### config.mk
export PLATFORM = sky130hd
export DESIGN_NAME = timer_event_status_multi
export DESIGN_NICKNAME = d
export VERILOG_FILES = /design/src/rtl/timer_evt_pkg.sv /design/src/rtl/timer_evt_channel.sv /design/src/rtl/timer_event_status_multi.sv
export SDC_FILE = /design/constraint.sdc
export NUM_CORES = 1
export LEC_CHECK = 0
export ABC_AREA = 0
export CORE_ASPECT_RATIO = 0.75
export CORE_MARGIN = 2
export CORE_UTILIZATION = 51
export DETAILED_ROUTE_END_ITERATION = 16
export PLACE_DENSITY_LB_ADDON = 0.15
export SLEW_MARGIN = 20
export SYNTH_ARGS = -nofsm -noshare
export SYNTH_HDL_FRONTEND = slang
export SYNTH_SLANG_ARGS = --single-unit
### constraint.sdc
create_clock -name clk -period 2.46 [get_ports clk]
set_clock_uncertainty 0.2 [all_clocks]
set_input_delay 0.246 -clock clk [delete_from_list [all_inputs] [get_ports clk]]
set_output_delay 0.246 -clock clk [all_outputs]
set_load 0.01 [all_outputs]
### src/rtl/timer_evt_pkg.sv
// Shared types and constants for the multi-channel timer event/status block.
//   evt_mode_t  : per-channel edge/level selection
//   MAX_CH      : largest supported channel count
//   PULSE_CNT_W : width of the per-channel pulse stretch counter
//   evt_detect  : combinational event detect for one channel
package timer_evt_pkg;

  typedef enum logic [1:0] {
    EVT_RISE  = 2'b00,
    EVT_FALL  = 2'b01,
    EVT_BOTH  = 2'b10,
    EVT_LEVEL = 2'b11
  } evt_mode_t;

  localparam int unsigned MAX_CH      = 16;
  localparam int unsigned PULSE_CNT_W = 8;

  // Raw (unqualified) event for the selected mode.
  function automatic logic evt_detect(input evt_mode_t mode, input logic tc,
                                      input logic tc_prev);
    logic evt;
    evt = 1'b0;
    case (mode)
      EVT_RISE:  evt = tc & ~tc_prev;
      EVT_FALL:  evt = ~tc & tc_prev;
      EVT_BOTH:  evt = tc ^ tc_prev;
      EVT_LEVEL: evt = tc;
      default:   evt = 1'b0;
    endcase
    return evt;
  endfunction

endpackage

### src/rtl/timer_evt_channel.sv
// One timer terminal-count channel: edge detect, pulse stretcher, sticky
// status and (with TIMER_EVT_COUNT_EN defined) a saturating event counter.
// Ports:
//   clk, reset     : clock, async active-high reset
//   tc             : terminal-count input
//   enable         : detection enable; low kills any active pulse
//   mode           : edge/level selection
//   clear          : acknowledge; clears sticky and counter
//   evt_pulse      : registered stretched event pulse
//   sticky         : registered latched-event status
//   sticky_nxt_c   : combinational next-state of sticky
//   event_count    : saturating event counter (constant 0 when disabled)
module timer_evt_channel
  import timer_evt_pkg::*;
#(
  parameter int unsigned PULSE_LEN = 1,
  parameter int unsigned CNT_W     = 8
) (
  input  logic             clk,
  input  logic             reset,
  input  logic             tc,
  input  logic             enable,
  input  evt_mode_t        mode,
  input  logic             clear,
  output logic             evt_pulse,
  output logic             sticky,
  output logic             sticky_nxt_c,
  output logic [CNT_W-1:0] event_count
);

  logic                   r_tc_prev;
  logic [PULSE_CNT_W-1:0] r_pulse_cnt;
  logic                   r_evt_pulse;
  logic                   r_sticky;
  logic                   w_evt;
  logic [PULSE_CNT_W-1:0] w_pulse_cnt_nxt;

  // Event detect and pulse counter next state; a retrigger reloads the count.
  always_comb begin
    w_evt           = enable & evt_detect(mode, tc, r_tc_prev);
    w_pulse_cnt_nxt = r_pulse_cnt;
    if (!enable) begin
      w_pulse_cnt_nxt = '0;
    end else if (w_evt) begin
      w_pulse_cnt_nxt = PULSE_CNT_W'(PULSE_LEN);
    end else if (r_pulse_cnt != '0) begin
      w_pulse_cnt_nxt = r_pulse_cnt - PULSE_CNT_W'(1);
    end
  end

  // Set wins over clear.
  assign sticky_nxt_c = w_evt | (r_sticky & ~clear);

  always_ff @(posedge clk or posedge reset) begin
    if (reset) begin
      r_tc_prev   <= 1'b0;
      r_pulse_cnt <= '0;
      r_evt_pulse <= 1'b0;
      r_sticky    <= 1'b0;
    end else begin
      r_tc_prev   <= tc;
      r_pulse_cnt <= w_pulse_cnt_nxt;
      r_evt_pulse <= (w_pulse_cnt_nxt != '0);
      r_sticky    <= sticky_nxt_c;
    end
  end

  assign evt_pulse = r_evt_pulse;
  assign sticky    = r_sticky;

`ifdef TIMER_EVT_COUNT_EN
  localparam logic [CNT_W-1:0] CNT_MAX = '1;

  logic [CNT_W-1:0] r_count;
  logic [CNT_W-1:0] w_count_nxt;

  // Saturating counter; clear with a coincident event restarts at 1.
  always_comb begin
    w_count_nxt = r_count;
    if (clear) begin
      w_count_nxt = w_evt ? CNT_W'(1) : '0;
    end else if (w_evt && (r_count != CNT_MAX)) begin
      w_count_nxt = r_count + CNT_W'(1);
    end
  end

  always_ff @(posedge clk or posedge reset) begin
    if (reset) begin
      r_count <= '0;
    end else begin
      r_count <= w_count_nxt;
    end
  end

  assign event_count = r_count;
`else
  assign event_count = '0;
`endif

endmodule

### src/rtl/timer_event_status_multi.sv
// Multi-channel timer terminal-count event/status block.
// Optional feature macro: TIMER_EVT_COUNT_EN (per-channel event counters).
// Ports:
//   clk, reset   : clock, async active-high reset
//   tc           : NUM_CH terminal-count inputs
//   enable       : per-channel detection enable
//   mode         : per-channel evt_mode_t, channel i at [2i+1:2i]
//   clear        : per-channel acknowledge
//   evt_pulse    : per-channel stretched event pulse
//   sticky       : per-channel latched-event status
//   any_sticky   : OR of sticky
//   first_ch     : lowest-index set sticky bit, 0 when none
//   event_count  : per-channel saturating counters, channel i at CNT_W*i
module timer_event_status_multi
  import timer_evt_pkg::*;
#(
  parameter  int unsigned NUM_CH    = 4,
  parameter  int unsigned PULSE_LEN = 1,
  parameter  int unsigned CNT_W     = 8,
  localparam int unsigned FC_W      = (NUM_CH > 1) ? $clog2(NUM_CH) : 1
) (
  input  logic                    clk,
  input  logic                    reset,
  input  logic [NUM_CH-1:0]       tc,
  input  logic [NUM_CH-1:0]       enable,
  input  logic [2*NUM_CH-1:0]     mode,
  input  logic [NUM_CH-1:0]       clear,
  output logic [NUM_CH-1:0]       evt_pulse,
  output logic [NUM_CH-1:0]       sticky,
  output logic                    any_sticky,
  output logic [FC_W-1:0]         first_ch,
  output logic [NUM_CH*CNT_W-1:0] event_count
);

  logic [NUM_CH-1:0] w_sticky_nxt;
  logic [FC_W-1:0]   w_first_ch;
  logic [FC_W-1:0]   r_first_ch;
  logic              r_any_sticky;

  for (genvar i = 0; i < NUM_CH; i++) begin : g_ch
    timer_evt_channel #(
      .PULSE_LEN(PULSE_LEN),
      .CNT_W    (CNT_W)
    ) u_ch (
      .clk         (clk),
      .reset       (reset),
      .tc          (tc[i]),
      .enable      (enable[i]),
      .mode        (evt_mode_t'(mode[2*i +: 2])),
      .clear       (clear[i]),
      .evt_pulse   (evt_pulse[i]),
      .sticky      (sticky[i]),
      .sticky_nxt_c(w_sticky_nxt[i]),
      .event_count (event_count[CNT_W*i +: CNT_W])
    );
  end

  // Lowest-index priority encode on next-state sticky so it lines up with sticky.
  always_comb begin
    w_first_ch = '0;
    for (int i = int'(NUM_CH) - 1; i >= 0; i--) begin
      if (w_sticky_nxt[i]) begin
        w_first_ch = FC_W'(i);
      end
    end
  end

  always_ff @(posedge clk or posedge reset) begin
    if (reset) begin
      r_first_ch   <= '0;
      r_any_sticky <= 1'b0;
    end else begin
      r_first_ch   <= w_first_ch;
      r_any_sticky <= |w_sticky_nxt;
    end
  end

  assign first_ch   = r_first_ch;
  assign any_sticky = r_any_sticky;

endmodule

==> run_results.csv <==
group,metric,value,unit
cts,cts_setup_buffers,0,
cts,clk_path_buf_depth,2,
die,placementRows,23,
global_routing,grt_antenna_before_repair,0,
sta,finalMaxSlewViolations,0,
cts,clkSlewWorstSetupHoldPaths,90,ps
synth,synth_top_cell_by_area,"dfrtp_1",
die,die-area,6290,um^2
layout,diodes,0,
hold_path,holdCritPathClass,"in2async",
synth,synthTopCellsByArea,"dfrtp_1, buf_4, ha_1",
drt,drt_pass1_iterations,4,
sta,hold_slack,66.9,ps
synth,avgSynthCellArea,9.60,um^2
drt,initialDrtViolationCount,86,
cts,ctsResizeCount,0,
worst_setup_path,r2r_setup_slack,150,ps
global_routing,grt_pass1_wl,8750,um
synth,ys_async_sr_fraction,100,%
pwr,p_comb_share,55.2,%
die,die-width,90.9,um
cts,cts_tree,"done",
die,start_util,53.4,%
layout,final_cells,422,
pwr,switchingPower,1.76,mW
sta,clock.fmax,431,MHz
cts,cts_sinks,47,
cts,cts_hold_buf,0,
sta,fin_crit_sh,94.2,%
worst_setup_path,reg2reg_to,"g_ch[2].u_ch.evt_pulse$_DFF_PP0_",
worst_setup_path,worstPathMaxFanout,3,
placed_design,port_buffers,32,
placed_design,placedCellCount,414,
pwr,pwr-share-clk,12.0,%
synth,ys_warn_count,0,
worst_setup_path,start_kind,"input port",
synth,synth-edff-count,0,
pwr,finalPower,4.12,mW
placed_design,place_congestion,0.841,
die,dieHeight,69.2,um
worst_setup_path,crit_path_end,"any_sticky$_DFF_PP0_",
worst_setup_path,arrival,2300,ps
sta,setup_violations,0,
drt,avgRoutedWirePerCell,12.0,um
cts,cts_buffers,5,
synth,synth_area,2890,um^2
placed_design,hpwl,4030,um
outcome,status,"completed",
pwr,seq_power_share,32.8,%
sta,finalHoldViolations,0,
synth,ys_types,48,
worst_setup_path,critical_path_required,2440,ps
cts,htree_levels,2,
sta,rsz0062_at_grt,"no",
worst_setup_path,reg2regPathDepth,7,
synth,synthTopCellsByCount,"dfrtp_1, nor2_1, buf_4",
worst_setup_path,critical_path_class,"in2reg",
synth,ys_seq_elements,47,
layout,fin_nets,384,
global_routing,grt_max_degree,30,
sta,period_needed,2320,ps
drt,routed_wl,5060,um
layout,syn_to_final_growth,15.5,%
synth,synth.most_common_cell,"dfrtp_1",
drt,route.vias.total,2040,
synth,synth_cells,301,
worst_setup_path,worstReg2RegStart,"g_ch[2].u_ch.r_pulse_cnt[0]$_DFF_PP0_",
layout,drive_above_1_share,11.5,%
worst_setup_path,startpoint,"tc[2]",
global_routing,overflow,0,
drt,ant_nets,0,
pwr,power.density,1230,nW/um^2
sta,tns,0,ps
worst_setup_path,cp-end-kind,"flop",
pwr,switching_share,42.7,%
layout,fin_util,61.7,%
flow_run,drv_cap,0,
cts,root_buffer,"clkbuf_8",
drt,drc,0,
pwr,power.internal,2.36,mW
synth,synthFlopType,"dfrtp_1",
global_routing,first_global_vias,1876,
pwr,leakage,1.65,nW
synth,yosys.area.top_type_share,40.7,%
cts,clk_latency,300,ps
synth,seq_area_frac_synth,40.7,%
die,core,5410,um^2
die,io_pins,65,
global_routing,track_usage,17.4,%
drt,avgViaCountPerCell,4.83,
pwr,ir_worst_vdd,0.000564,V
flip-flops by register name, summed over array words and instances (netlist names):
register / flops
any_sticky: 1
g_ch.u_ch.r_tc_prev: 4
g_ch.u_ch.sticky: 4
g_ch.u_ch.evt_pulse: 4
g_ch.u_ch.r_pulse_cnt: 32
first_ch: 2
metrics by stage:
stage	instance area, um^2	worst slack [ps]
final	3340	142
after floorplan	3010	259
after detailed placement	3240	-202
after global placement	3240	-152
after global routing	3340	26.3
after CTS	3340	128
cell families after synthesis:
group | share of synthesized area, %
xor+xnor | 6.97
fa+ha+maj | 6.93
simple gates | 17.1
flops | 40.7
other cells | 0.130
compound gates | 8.49
mux | 4.55
buf+inv | 15.1
power by group through the flow:
stage | logic (mW) | clock network [mW] | registers, mW
floorplan | 1.91 | 0 | 1.28
global placement | 2.24 | 0 | 1.36
detailed placement | 2.27 | 0 | 1.36
CTS | 2.29 | 0.510 | 1.35
global route | 2.60 | 0.542 | 1.40
finish | 2.28 | 0.496 | 1.35
cells in the final DEF, fill, tap and decap left out, types with 4 or more instances in the layout:
| master | netlist | routed |
|---|---|---|
| dfrtp_1 | 47 | 47 |
| nor2_1 | 44 | 44 |
| conb_1 | 1 | 32 |
| clkdlybuf4s50_1 | 0 | 32 |
| inv_1 | 31 | 30 |
| nand2_1 | 16 | 16 |
| ha_1 | 16 | 16 |
| buf_4 | 40 | 16 |
| xnor2_1 | 15 | 15 |
| a21oi_1 | 13 | 13 |
| nor3_1 | 9 | 9 |
| xor2_1 | 8 | 8 |
| clkbuf_8 | 0 | 6 |
| nand3_1 | 5 | 5 |
| mux4_2 | 4 | 4 |
| o21ai_0 | 4 | 4 |
| o31ai_1 | 4 | 4 |
worst max-delay path, cell delays in order:
cell and delay, ps:
clkdlybuf4s50_1 480, inv_1 50, ha_1 260, inv_1 30
mux4_2 480, a21oi_2 180, inv_1 60, or4_1 500
how the worst min path moves through the flow:
stage | endpoint | slack, ps | depth (start not counted)
floorplan | g_ch[0].u_ch.r_tc_prev$_DFF_PP0_ | 80 | 0
global placement | g_ch[0].u_ch.r_pulse_cnt[7]$_DFF_PP0_ | 340 | 2
detailed placement | g_ch[1].u_ch.r_pulse_cnt[6]$_DFF_PP0_ | 340 | 2
CTS | g_ch[1].u_ch.r_pulse_cnt[4]$_DFF_PP0_ | 80 | 2
global route | g_ch[1].u_ch.r_pulse_cnt[4]$_DFF_PP0_ | 100 | 2
finish | g_ch[2].u_ch.r_pulse_cnt[7]$_DFF_PP0_ | 70 | 2
final cells by class:
type	count	area, um^2
Clock buffer	7	86.3
Clock inverter	1	8.76
Fill cell	488	2070
Inverter	32	120
Multi-Input combinational cell	211	1390
Sequential cell	47	1180
Tap cell	75	93.8
Timing Repair Buffer	49	460
metal layers:
| layer | up-vias | track usage (%) | part of all wire [%] |
|---|---|---|---|
| li1 | 1011 | - | - |
| met2 | 60 | 25.5 | 45 |
| met5 | - | 0 | 0 |
| met1 | 964 | 25.4 | 48 |
| met3 | 5 | 4.13 | 5.5 |
| met4 | 0 | 5.56 | 1.0 |
Note: power is estimated with default switching activity, not from simulation.
